### config.mk
export PLATFORM = sky130hd
export DESIGN_NAME = ps2_mouse_tracker
export DESIGN_NICKNAME = d
export VERILOG_FILES = /design/src/rtl/ps2_mouse_tracker.sv
export SDC_FILE = /design/constraint.sdc
export NUM_CORES = 1
export LEC_CHECK = 0
export CAP_MARGIN = 20
export CORE_MARGIN = 10
export CORE_UTILIZATION = 57
export CTS_CLUSTER_DIAMETER = 80
export DETAILED_ROUTE_END_ITERATION = 10
export GPL_ROUTABILITY_DRIVEN = 0
export MAX_ROUTING_LAYER = met4
export PLACE_DENSITY = 0.78
export SLEW_MARGIN = 20
export SYNTH_ARGS = -nofsm -noshare
export SYNTH_HDL_FRONTEND = slang
export SYNTH_SLANG_ARGS = --single-unit
### constraint.sdc
create_clock -name i_clk -period 3.2 [get_ports i_clk]
set_input_delay 0.64 -clock i_clk [delete_from_list [all_inputs] [get_ports i_clk]]
set_output_delay 0.64 -clock i_clk [all_outputs]
set_load 0.005 [all_outputs]
### src/rtl/ps2_mouse_tracker.sv
// rtl/ps2_mouse_tracker.sv - PS/2 mouse init with bounded retries, packet assembly and saturating cursor tracking
module ps2_mouse_tracker #(
    parameter int POS_W       = 10,
    parameter int X_MAX       = 639,
    parameter int Y_MAX       = 479,
    parameter int SHIFT       = 0,
    parameter int Y_INVERT    = 1,
    parameter int TIMEOUT_CYC = 50000000,
    parameter int MAX_RETRY   = 3
) (
    input  logic             i_clk,
    input  logic             i_rst,
    input  logic [7:0]       i_rx_data,
    input  logic             i_rx_valid,
    input  logic             i_rx_error,
    input  logic             i_tx_busy,
    input  logic             i_tx_complete,
    output logic [7:0]       o_tx_data,
    output logic             o_tx_enable,
    output logic [POS_W-1:0] o_pos_x,
    output logic [POS_W-1:0] o_pos_y,
    output logic [2:0]       o_btn,
    output logic [8:0]       o_dx,
    output logic [8:0]       o_dy,
    output logic             o_pkt_valid,
    output logic             o_ready,
    output logic             o_fault
);

    localparam int TW = $clog2(TIMEOUT_CYC + 1);
    localparam int RW = $clog2(MAX_RETRY + 2);
    localparam int SW = POS_W + 2;

    localparam logic [TW-1:0]    TIMEOUT_V = TW'(TIMEOUT_CYC);
    localparam logic [RW-1:0]    RETRY_V   = RW'(MAX_RETRY);
    localparam logic [POS_W-1:0] X_MAX_V   = POS_W'(X_MAX);
    localparam logic [POS_W-1:0] Y_MAX_V   = POS_W'(Y_MAX);
    localparam logic [POS_W-1:0] X_MID_V   = POS_W'(X_MAX / 2);
    localparam logic [POS_W-1:0] Y_MID_V   = POS_W'(Y_MAX / 2);

    typedef enum logic [3:0] {
        S_SEND_RST,
        S_WAIT_ACK1,
        S_WAIT_BAT,
        S_WAIT_ID,
        S_SEND_EN,
        S_WAIT_ACK2,
        S_PKT0,
        S_PKT1,
        S_PKT2,
        S_FAULT
    } state_t;

    state_t            r_state;
    state_t            w_next;
    logic [RW-1:0]     r_retry;
    logic [TW-1:0]     r_timer;
    logic [6:0]        r_hdr;
    logic [7:0]        r_b1;
    logic [7:0]        r_tx_data;
    logic              r_tx_enable;
    logic [POS_W-1:0]  r_pos_x;
    logic [POS_W-1:0]  r_pos_y;
    logic [2:0]        r_btn;
    logic [8:0]        r_dx;
    logic [8:0]        r_dy;
    logic              r_pkt_valid;
    logic              r_ready;
    logic              r_fault;

    logic              w_retry;
    logic              w_timeout;
    logic              w_nak;
    logic              w_send_done;
    logic              w_lat_b0;
    logic              w_lat_b1;
    logic              w_decode;

    logic signed [8:0]    w_dx_raw;
    logic signed [8:0]    w_dy_raw;
    logic signed [8:0]    w_dx_sh;
    logic signed [8:0]    w_dy_sh;
    logic signed [SW-1:0] w_step_x;
    logic signed [SW-1:0] w_step_y;
    logic signed [SW-1:0] w_sum_x;
    logic signed [SW-1:0] w_sum_y;
    logic [POS_W-1:0]     w_pos_x_new;
    logic [POS_W-1:0]     w_pos_y_new;

    function automatic logic [POS_W-1:0] clamp(input logic signed [SW-1:0] v,
                                                input logic [POS_W-1:0] maxv);
        if (v < 0) begin
            return '0;
        end else if (v > $signed({2'b00, maxv})) begin
            return maxv;
        end else begin
            return v[POS_W-1:0];
        end
    endfunction

    // Any init state may fail into a retry; the last allowed retry escalates to FAULT.
    always_comb begin
        w_next      = r_state;
        w_retry     = 1'b0;
        w_lat_b0    = 1'b0;
        w_lat_b1    = 1'b0;
        w_decode    = 1'b0;
        w_timeout   = (r_timer == TIMEOUT_V);
        w_nak       = i_rx_valid && (i_rx_data == 8'hFE || i_rx_data == 8'hFC);
        w_send_done = r_tx_enable && i_tx_complete && !i_tx_busy;
        case (r_state)
            S_SEND_RST: begin
                if (w_send_done)                   w_next  = S_WAIT_ACK1;
                else if (i_rx_error || w_timeout)  w_retry = 1'b1;
            end
            S_SEND_EN: begin
                if (w_send_done)                   w_next  = S_WAIT_ACK2;
                else if (i_rx_error || w_timeout)  w_retry = 1'b1;
            end
            S_WAIT_ACK1: begin
                if (i_rx_error || w_nak || (w_timeout && !i_rx_valid)) w_retry = 1'b1;
                else if (i_rx_valid && i_rx_data == 8'hFA)             w_next  = S_WAIT_BAT;
            end
            S_WAIT_BAT: begin
                if (i_rx_error || w_nak || (w_timeout && !i_rx_valid)) w_retry = 1'b1;
                else if (i_rx_valid && i_rx_data == 8'hAA)             w_next  = S_WAIT_ID;
            end
            S_WAIT_ID: begin
                if (i_rx_error || w_nak || (w_timeout && !i_rx_valid)) w_retry = 1'b1;
                else if (i_rx_valid && i_rx_data == 8'h00)             w_next  = S_SEND_EN;
            end
            S_WAIT_ACK2: begin
                if (i_rx_error || w_nak || (w_timeout && !i_rx_valid)) w_retry = 1'b1;
                else if (i_rx_valid && i_rx_data == 8'hFA)             w_next  = S_PKT0;
            end
            S_PKT0: begin
                if (i_rx_valid && !i_rx_error && i_rx_data[3]) begin
                    w_lat_b0 = 1'b1;
                    w_next   = S_PKT1;
                end
            end
            S_PKT1: begin
                if (i_rx_error || (w_timeout && !i_rx_valid)) begin
                    w_next = S_PKT0;
                end else if (i_rx_valid) begin
                    w_lat_b1 = 1'b1;
                    w_next   = S_PKT2;
                end
            end
            S_PKT2: begin
                if (i_rx_error || (w_timeout && !i_rx_valid)) begin
                    w_next = S_PKT0;
                end else if (i_rx_valid) begin
                    w_decode = 1'b1;
                    w_next   = S_PKT0;
                end
            end
            S_FAULT: begin
                w_next = S_FAULT;
            end
            default: begin
                w_next = S_SEND_RST;
            end
        endcase
        if (w_retry) begin
            w_next = (r_retry == RETRY_V) ? S_FAULT : S_SEND_RST;
        end
    end

    // Decode uses the live Y byte so outputs land one cycle after its strobe.
    always_comb begin
        w_dx_raw    = {r_hdr[3], r_b1};
        w_dy_raw    = {r_hdr[4], i_rx_data};
        w_dx_sh     = w_dx_raw >>> SHIFT;
        w_dy_sh     = w_dy_raw >>> SHIFT;
        w_step_x    = r_hdr[5] ? '0 : {{(SW - 9){w_dx_sh[8]}}, w_dx_sh};
        w_step_y    = r_hdr[6] ? '0 : {{(SW - 9){w_dy_sh[8]}}, w_dy_sh};
        w_sum_x     = $signed({2'b00, r_pos_x}) + w_step_x;
        w_sum_y     = (Y_INVERT != 0) ? ($signed({2'b00, r_pos_y}) - w_step_y)
                                      : ($signed({2'b00, r_pos_y}) + w_step_y);
        w_pos_x_new = clamp(w_sum_x, X_MAX_V);
        w_pos_y_new = clamp(w_sum_y, Y_MAX_V);
    end

    always_ff @(posedge i_clk or negedge i_rst) begin
        if (!i_rst) begin
            r_state <= S_SEND_RST;
        end else begin
            r_state <= w_next;
        end
    end

    always_ff @(posedge i_clk or negedge i_rst) begin
        if (!i_rst) begin
            r_retry     <= '0;
            r_timer     <= '0;
            r_hdr       <= '0;
            r_b1        <= '0;
            r_tx_data   <= 8'h00;
            r_tx_enable <= 1'b0;
            r_pos_x     <= X_MID_V;
            r_pos_y     <= Y_MID_V;
            r_btn       <= '0;
            r_dx        <= '0;
            r_dy        <= '0;
            r_pkt_valid <= 1'b0;
            r_ready     <= 1'b0;
            r_fault     <= 1'b0;
        end else begin
            if (w_retry && r_retry != RETRY_V) begin
                r_retry <= r_retry + RW'(1);
            end
            if (w_next != r_state || i_rx_valid || w_retry) begin
                r_timer <= '0;
            end else if (!w_timeout) begin
                r_timer <= r_timer + TW'(1);
            end
            // A retry drops the request for a cycle so the transmitter sees a fresh send.
            r_tx_enable <= !w_retry && (w_next == S_SEND_RST || w_next == S_SEND_EN);
            r_tx_data   <= (w_next == S_SEND_EN)  ? 8'hF4 :
                           (w_next == S_SEND_RST) ? 8'hFF : 8'h00;
            r_ready     <= (w_next == S_PKT0 || w_next == S_PKT1 || w_next == S_PKT2);
            r_fault     <= (w_next == S_FAULT);
            r_pkt_valid <= w_decode;
            if (w_lat_b0) begin
                r_hdr <= {i_rx_data[7:4], i_rx_data[2:0]};
            end
            if (w_lat_b1) begin
                r_b1 <= i_rx_data;
            end
            if (w_decode) begin
                r_pos_x <= w_pos_x_new;
                r_pos_y <= w_pos_y_new;
                r_btn   <= r_hdr[2:0];
                r_dx    <= w_dx_raw;
                r_dy    <= w_dy_raw;
            end
        end
    end

    assign o_tx_data   = r_tx_data;
    assign o_tx_enable = r_tx_enable;
    assign o_pos_x     = r_pos_x;
    assign o_pos_y     = r_pos_y;
    assign o_btn       = r_btn;
    assign o_dx        = r_dx;
    assign o_dy        = r_dy;
    assign o_pkt_valid = r_pkt_valid;
    assign o_ready     = r_ready;
    assign o_fault     = r_fault;

endmodule

Word level (Yosys, flattened, before mapping)

Index checks and enable logic that the tools add are counted.

Input port bits: 14
Output and inout port bits: 53
Logic and storage cells: 114
Bits in read-only memories: 0
Register bits: 101
Memory bits (writable): 0
Memories kept: 0
Latch bits: 0

Multiplexer cells: 38
$lt $le $gt $ge: 4
Equality and inequality tests: 23
$mul: 0
Div/mod/pow operators: 0
Bitwise logic cells: 0
Reduce and logical (&&, ||, !) cells: 30
Add/subtract/negate cells: 4
Shift operators: 0

Operators by type and width:

| operator                | count |
|---|---|
| $mux W4                 | 17 |
| $mux W26                | 2 |
| $mux W10                | 4 |
| $pmux W4 S10            | 1 |
| $eq A8 B8 Y1 const B    | 4 |
| $eq A4 B3 Y1 const B    | 7 |
| $add A26 B1 Y26 const B | 1 |
| $eq A26 B26 Y1 const B  | 1 |
| $lt A12 B1 Y1 const B   | 2 |
| $mux W12                | 2 |
| $eq A4 B4 Y1 const B    | 4 |
| $mux W8                 | 2 |
| $add A11 B12 Y12        | 1 |
| $gt A12 B10 Y1 const B  | 1 |
| $gt A12 B11 Y1 const B  | 1 |
| $sub A11 B12 Y12        | 1 |
| $logic_and A1 B1 Y1     | 11 |
| $logic_or A1 B1 Y1      | 10 |
| $mux W1                 | 9 |
| $eq A4 B2 Y1 const B    | 2 |
| $logic_not A4 Y1        | 2 |
| $logic_not A8 Y1        | 1 |
| $eq A4 B1 Y1 const B    | 1 |
| $logic_not A1 Y1        | 4 |
| other kinds (8)         | 8 |

Depth between registers and ports, before layout

Gate-level depths: netlist of run 1.

Depth after elaboration: 12
Depth in mapped cells: 12
Mapped depth without buffers: 11

Worst setup path before layout of run 1

OpenSTA, ideal clock, no wires.

Path type: input to register
Start: in i_rx_data[0]
End: reg r_pos_y[0], in the netlist o_pos_y[0]
Stages: 11
Required time: 3.116 ns
Setup time: 0.084 ns
Arrival time: 2.926 ns
Slack: 0.189 ns
Path buffers: 0
Path through: nor2b_1 > ha_1 > inv_1 > fa_1 > a21oi_1 > o2111ai_1 > a21oi_1 > xnor2_1 > o41ai_1 > o2111ai_1 > o2111ai_1

Longest elaborated chain between the ends: 5
Elaborated cells between the ends (all ways): 6
Those cells by class: add/sub (1); order compare (2); mux (3)

Ends and longest elaborated chain:

| element              | RTL line | RTL |
|---|---|---|
| start, declared      | 13       | `input logic [7:0] i_rx_data,` |
| $mux W12 (*)         | 177      | `w_step_y = r_hdr[6] ? '0 : {{(SW - 9){w_dy_sh[8]}}, w_dy_sh};` |
| $sub A11 B12 Y12 (*) | 179      | `w_sum_y = (Y_INVERT != 0) ? ($signed({2'b00, r_pos_y}) - w_step_y)` |
| $gt A12 B10 Y1       | 94       | `end else if (v > $signed({2'b00, maxv})) begin` |
| $mux W10             | 94       |  |
| $mux W10 (*)         | 92       | `if (v < 0) begin` |
| end signal, assigned | 233      | `r_pos_y <= w_pos_y_new;` |
| end, declared        | 63       | `logic [POS_W-1:0] r_pos_y;` |

Mark *: on every way between the ends. The rest lies on a longest branch, timed or not.
A chain may end at the register's enable or synchronous reset.

Worst setup path after layout of run 1

Start: in i_rx_data[3]
End: reg r_pos_y[5], in the netlist o_pos_y[5]

The elaborated chain is that of the path after synthesis.

==> results of run 1 <==
## area by class of cell
cell class / instances / area (sq um) / area share [%]
Multi-Input combinational cell: 443 / 3198 / 44.92
Sequential cell: 95 / 2395 / 33.64
Timing Repair Buffer: 114 / 1059 / 14.87
Tap cell: 133 / 166.4 / 2.337
Clock buffer: 10 / 127.6 / 1.793
Inverter: 27 / 101.3 / 1.424
Clock inverter: 6 / 72.57 / 1.019
## worst max-delay path, delay by kind of cell
| family | cells | cell delay [ns] |
|---|---|---|
| and+or+nand+nor | 3 | 0.64 |
| adders and majority gates | 1 | 0.34 |
| AOI/OAI and AO/OA | 5 | 1.03 |
| buffers and inverters | 2 | 0.63 |
## state kept, by name, indices dropped and copies added, names as in the netlist
name	flops
r_timer	26
o_pos_x	10
o_pos_y	10
o_dx	9
o_dy	9
r_b1	8
r_hdr	7
r_state	4
o_btn	3
r_retry	3
o_tx_data	2
o_fault	1
o_pkt_valid	1
o_ready	1
o_tx_enable	1
## routing by layer
layer  share of wire, %  up-vias
li1                   -     2313
met1                 41     2365
met2                 54      121
met3                4.1       15
met4                1.3        0
met5                  0        -
## cells in the final DEF, fill, tap and decap left out, types with 4 or more instances in the layout
cell	count
a21o_1	7
a21oi_1	14
a22oi_1	5
a311oi_1	4
a31oi_1	5
and3_1	5
buf_4	46
clkbuf_8	9
clkdlybuf4s50_1	64
dfrtp_1	81
dfstp_2	14
ha_1	26
inv_1	27
inv_6	4
mux2_2	17
mux2i_1	8
nand2_1	88
nand2b_1	18
nand3_1	23
nand4_1	10
nor2_1	30
nor2b_1	15
nor3_1	6
nor4_1	10
nor4_2	19
o2111ai_1	4
o21ai_0	8
o31ai_1	4
or3_1	5
xnor2_1	24
xor2_1	18
## timing repair
action / CTS / global route
setup buffers: 0 / 1
pin swaps: 1 / 3
hold buffers: 0 / 0
resized for setup: 4 / 8
endpoints found under the setup margin: 8 / 9
## metrics by stage
step | setup TNS, ns | hold slack, ns
6_report | 0 | 0.3165
3_3_place_gp | -4.267 | 0.4530
2_1_floorplan | 0 | 0.3444
3_5_place_dp | -5.622 | 0.4588
5_1_grt | 0 | 0.3443
4_1_cts | 0 | 0.3280
## cells by family after synthesis
kind of cell    after synthesis
fa+ha+maj                    28
buf+inv                      55
simple gates                257
mux                          25
flops                        95
compound gates               90
xor+xnor                     43
## worst max-delay path by stage
stage,slack (ns),start,end,cells past startpoint
3_5_place_dp,-0.62,i_rx_data[0],o_pos_y[0]$_DFFE_PN1P_,13
5_1_grt,0.008,i_rx_data[3],o_pos_y[0]$_DFFE_PN1P_,12
6_report,0.22,i_rx_data[3],o_pos_y[5]$_DFFE_PN1P_,11
3_3_place_gp,-0.53,i_rx_data[0],o_pos_y[0]$_DFFE_PN1P_,13
2_1_floorplan,0.19,i_rx_data[0],o_pos_y[0]$_DFFE_PN1P_,11
4_1_cts,0.002,i_rx_data[0],o_pos_y[0]$_DFFE_PN1P_,13
## power groups by stage
stage	combinational (uW)	sequential (uW)	clock [uW]
6_report	2640	1760	824
5_1_grt	2880	1800	896
4_1_cts	2600	1760	845
3_5_place_dp	2550	1780	0
3_3_place_gp	2470	1770	0
2_1_floorplan	1510	1710	0
==> results.txt, run 1 <==
* Result of the run: finished clean
* Max-capacitance violation count: 0
* Net load switching power: approximately 2000 uW
* Reg2reg setup slack: roughly 0.24 ns
- The cell count after synthesis came out at slightly below 600.
- Yosys top cell area share: 34.98%
- Met3 track utilization from global routing: ~2.5%
- Clock-pin slew on the worst setup and hold paths: around 0.090 ns
- CTS Buffer Depth: 2
- For this design the ratio of total power to cell area is between 700 and 800 nW/um^2.
* H-Tree Level Count: 3
* First-pass GRT wire length: about 23000 um
* Unrepaired setup endpoints after global routing: false
* Starting Density: about 60%
* Worst reg2reg startpoint: r_hdr[5]$_DFFE_PN0P_
* Global routing's busiest layer: met2
- The netlist uses 71 different library cells.
- Dominant cell type by area after synthesis: dfrtp_1
- Dividing the detail-routed wire length by the instance count gives about 17 um.
- Data arrival at the endpoint of the critical path: 3.29 ns
- In this run the tool buffered the top-level ports with 66 buffer cells.
- Die outline height: 120.8 um
* Post-Synthesis Net Count: between 600 and 700
- Critical path cell sequence: clkdlybuf4s50_1 > nand2b_1 > ha_1 > and3_1 > o31ai_1 > buf_4 > a311oi_1 > o22ai_2 > or3_1 > a2111oi_2 > a21o_1
- Per report_power, the sequential group accounts for ~34% of the total.
- The final max-slew violation count came to 0.
* Antenna diodes: 0
- Top FF cell, synth: dfrtp_1
* Number of enable-type register cells in the synthesized netlist: 0
* Complex-gate fraction of the synthesized area: between 10 and 15%
- Number of nets with antenna violations after routing: 0
- By area, the combinational part of the netlist is dominated by simple AND/OR/NAND/NOR gates.
- Die outline area: 14600 sq um
* Drt pass-1 iters: 5
- Fin util: between 70% and 80%
- By area the synthesized netlist is led by dfrtp_1 35%, dfstp_2 6.3%, nand2_1 5.7%.
- Worst setup margin: 0.2237 ns
- Subtracting the final worst setup slack from the clock period gives about 3.0 ns.
- Crit. End Element: flop
* Switching portion of total power: 38.37%
- Setup violations remaining at the end of the flow were counted as 0.
* Met2 capacity usage during global routing: a little over a third
- Summed over all nets, the half-perimeter wirelength after detailed placement is ~11000 um.
- Hold violation count in the final report: 0
- Summing every instance area after synthesis gives around 5800 sq um.
- After detailed routing, the total wire length is between 10000 and 15000 um.
- TritonCTS built the clock tree.
- The total overflow left after global routing is 0.
- Multiplexer share of the synthesized area: around 4.7%
- Normalized max-slew margin: a little over half
* Via count: slightly below 5000
* I/O Pins: 67
* # DRC: 0
- After floorplanning, the core was sized to cover between 9000 and 10000 sq um.
* TritonCTS Buffers: 9
- CTS saw 95 sinks.
- Summing the areas of all xor and xnor instances in the mapped netlist gives ~6.6% of the synthesized area.
* Delay contributed by the slowest stage of the critical path: roughly 0.48 ns
- Met1 usage in global routing: 22.59%
- Antenna violations before repair: 0
- VDD sags by at most approximately 0.44 mV.
- After filler insertion, the fill cell instance count of the layout stands at around 770.
* Crit Path Category: primary input to flop
* Worst slack, placed: -0.6220 ns
- The internal portion of the total power is around 3200 uW.
* Proportion of layout cells with a drive suffix above 1: 19.28%
* Portion of the post-synthesis area used by sequential elements: between 40% and 50%
- Worst Tran Pin Value: a little under 0.7 ns
- The design draws around 5200 uW.
* Via count of the first global-routing pass: about 5000
- Entering global routing, the biggest net connects 55 pins.
- Area share of fa/ha/maj cells after synthesis: approximately 6.3%
- The number of cells on the worst reg-to-reg path is 10.
- Of the total power, the clock network draws between 10% and 20%.
- Skew-Pair Late Insertion Delay: 0.37 ns
- By count the netlist is led by 88 x nand2_1, 81 x dfrtp_1, 30 x nor2_1.
- The average instance in the mapped netlist occupies approximately 10 sq um.
* Via-to-Cell Ratio: just under 6
- Derived from the worst setup path, the maximum achievable clock frequency is 336.0 MHz.
- Once placement finished, the instance area stood at a little under 7000 sq um.
* Critical register-to-register path endpoint: o_pos_x[5]$_DFFE_PN1P_
* Reported leakage power: 0.003128 uW
* Share of power burned in combinational logic: a little over 50%
- In the final design database the tool counted about 730 nets.
- Area fraction in and, or, nand and nor cells after synthesis: about a quarter
- Drt initial violations: between 300 and 400
- Overall Global Routing Usage: 19.76%
- The synthesized design contains 95 register bits.
* Die width: 120.8 um
- Compared with the post-synthesis result, the final layout area differs by 22.87%.
* Endpoint required time on the critical path: roughly 3.5 ns
- Master of the slowest instance on the critical path: clkdlybuf4s50_1
- Final Cycle Share: between 90 and 100%
- Yosys printed 0 warnings.
- On the final layout, the worst clock skew is just over 0.01 ns.
- The tree is rooted in a clkbuf_8.
* Final std cell area, no fill: approximately 7100 sq um
- In this run the worst path has a maximum fanout of 5.
- Once placement completed, the tool counted placed cells totaling roughly 810.
- Cell with the most instances after synthesis: nand2_1
- Final instance count without filler cells: 828
- Fraction of registers with async set/reset: 100.0%
* Cell row count: 36
- Worst hold-check path type: primary input to async pin
- Startpoint type of the worst setup path: primary input
(Power assumes the default switching activity.)
==> inputs of run 2 (changes only) <==
- CTS_CLUSTER_SIZE: default -> 28
==> results of run 2 <==
Final layout, timing and power as in run 1 (identical DEF).
==> inputs of run 3 (changes only) <==
- TNS_END_PERCENT: default -> 1
==> results of run 3 <==
Final layout, timing and power as in run 1 (identical DEF).
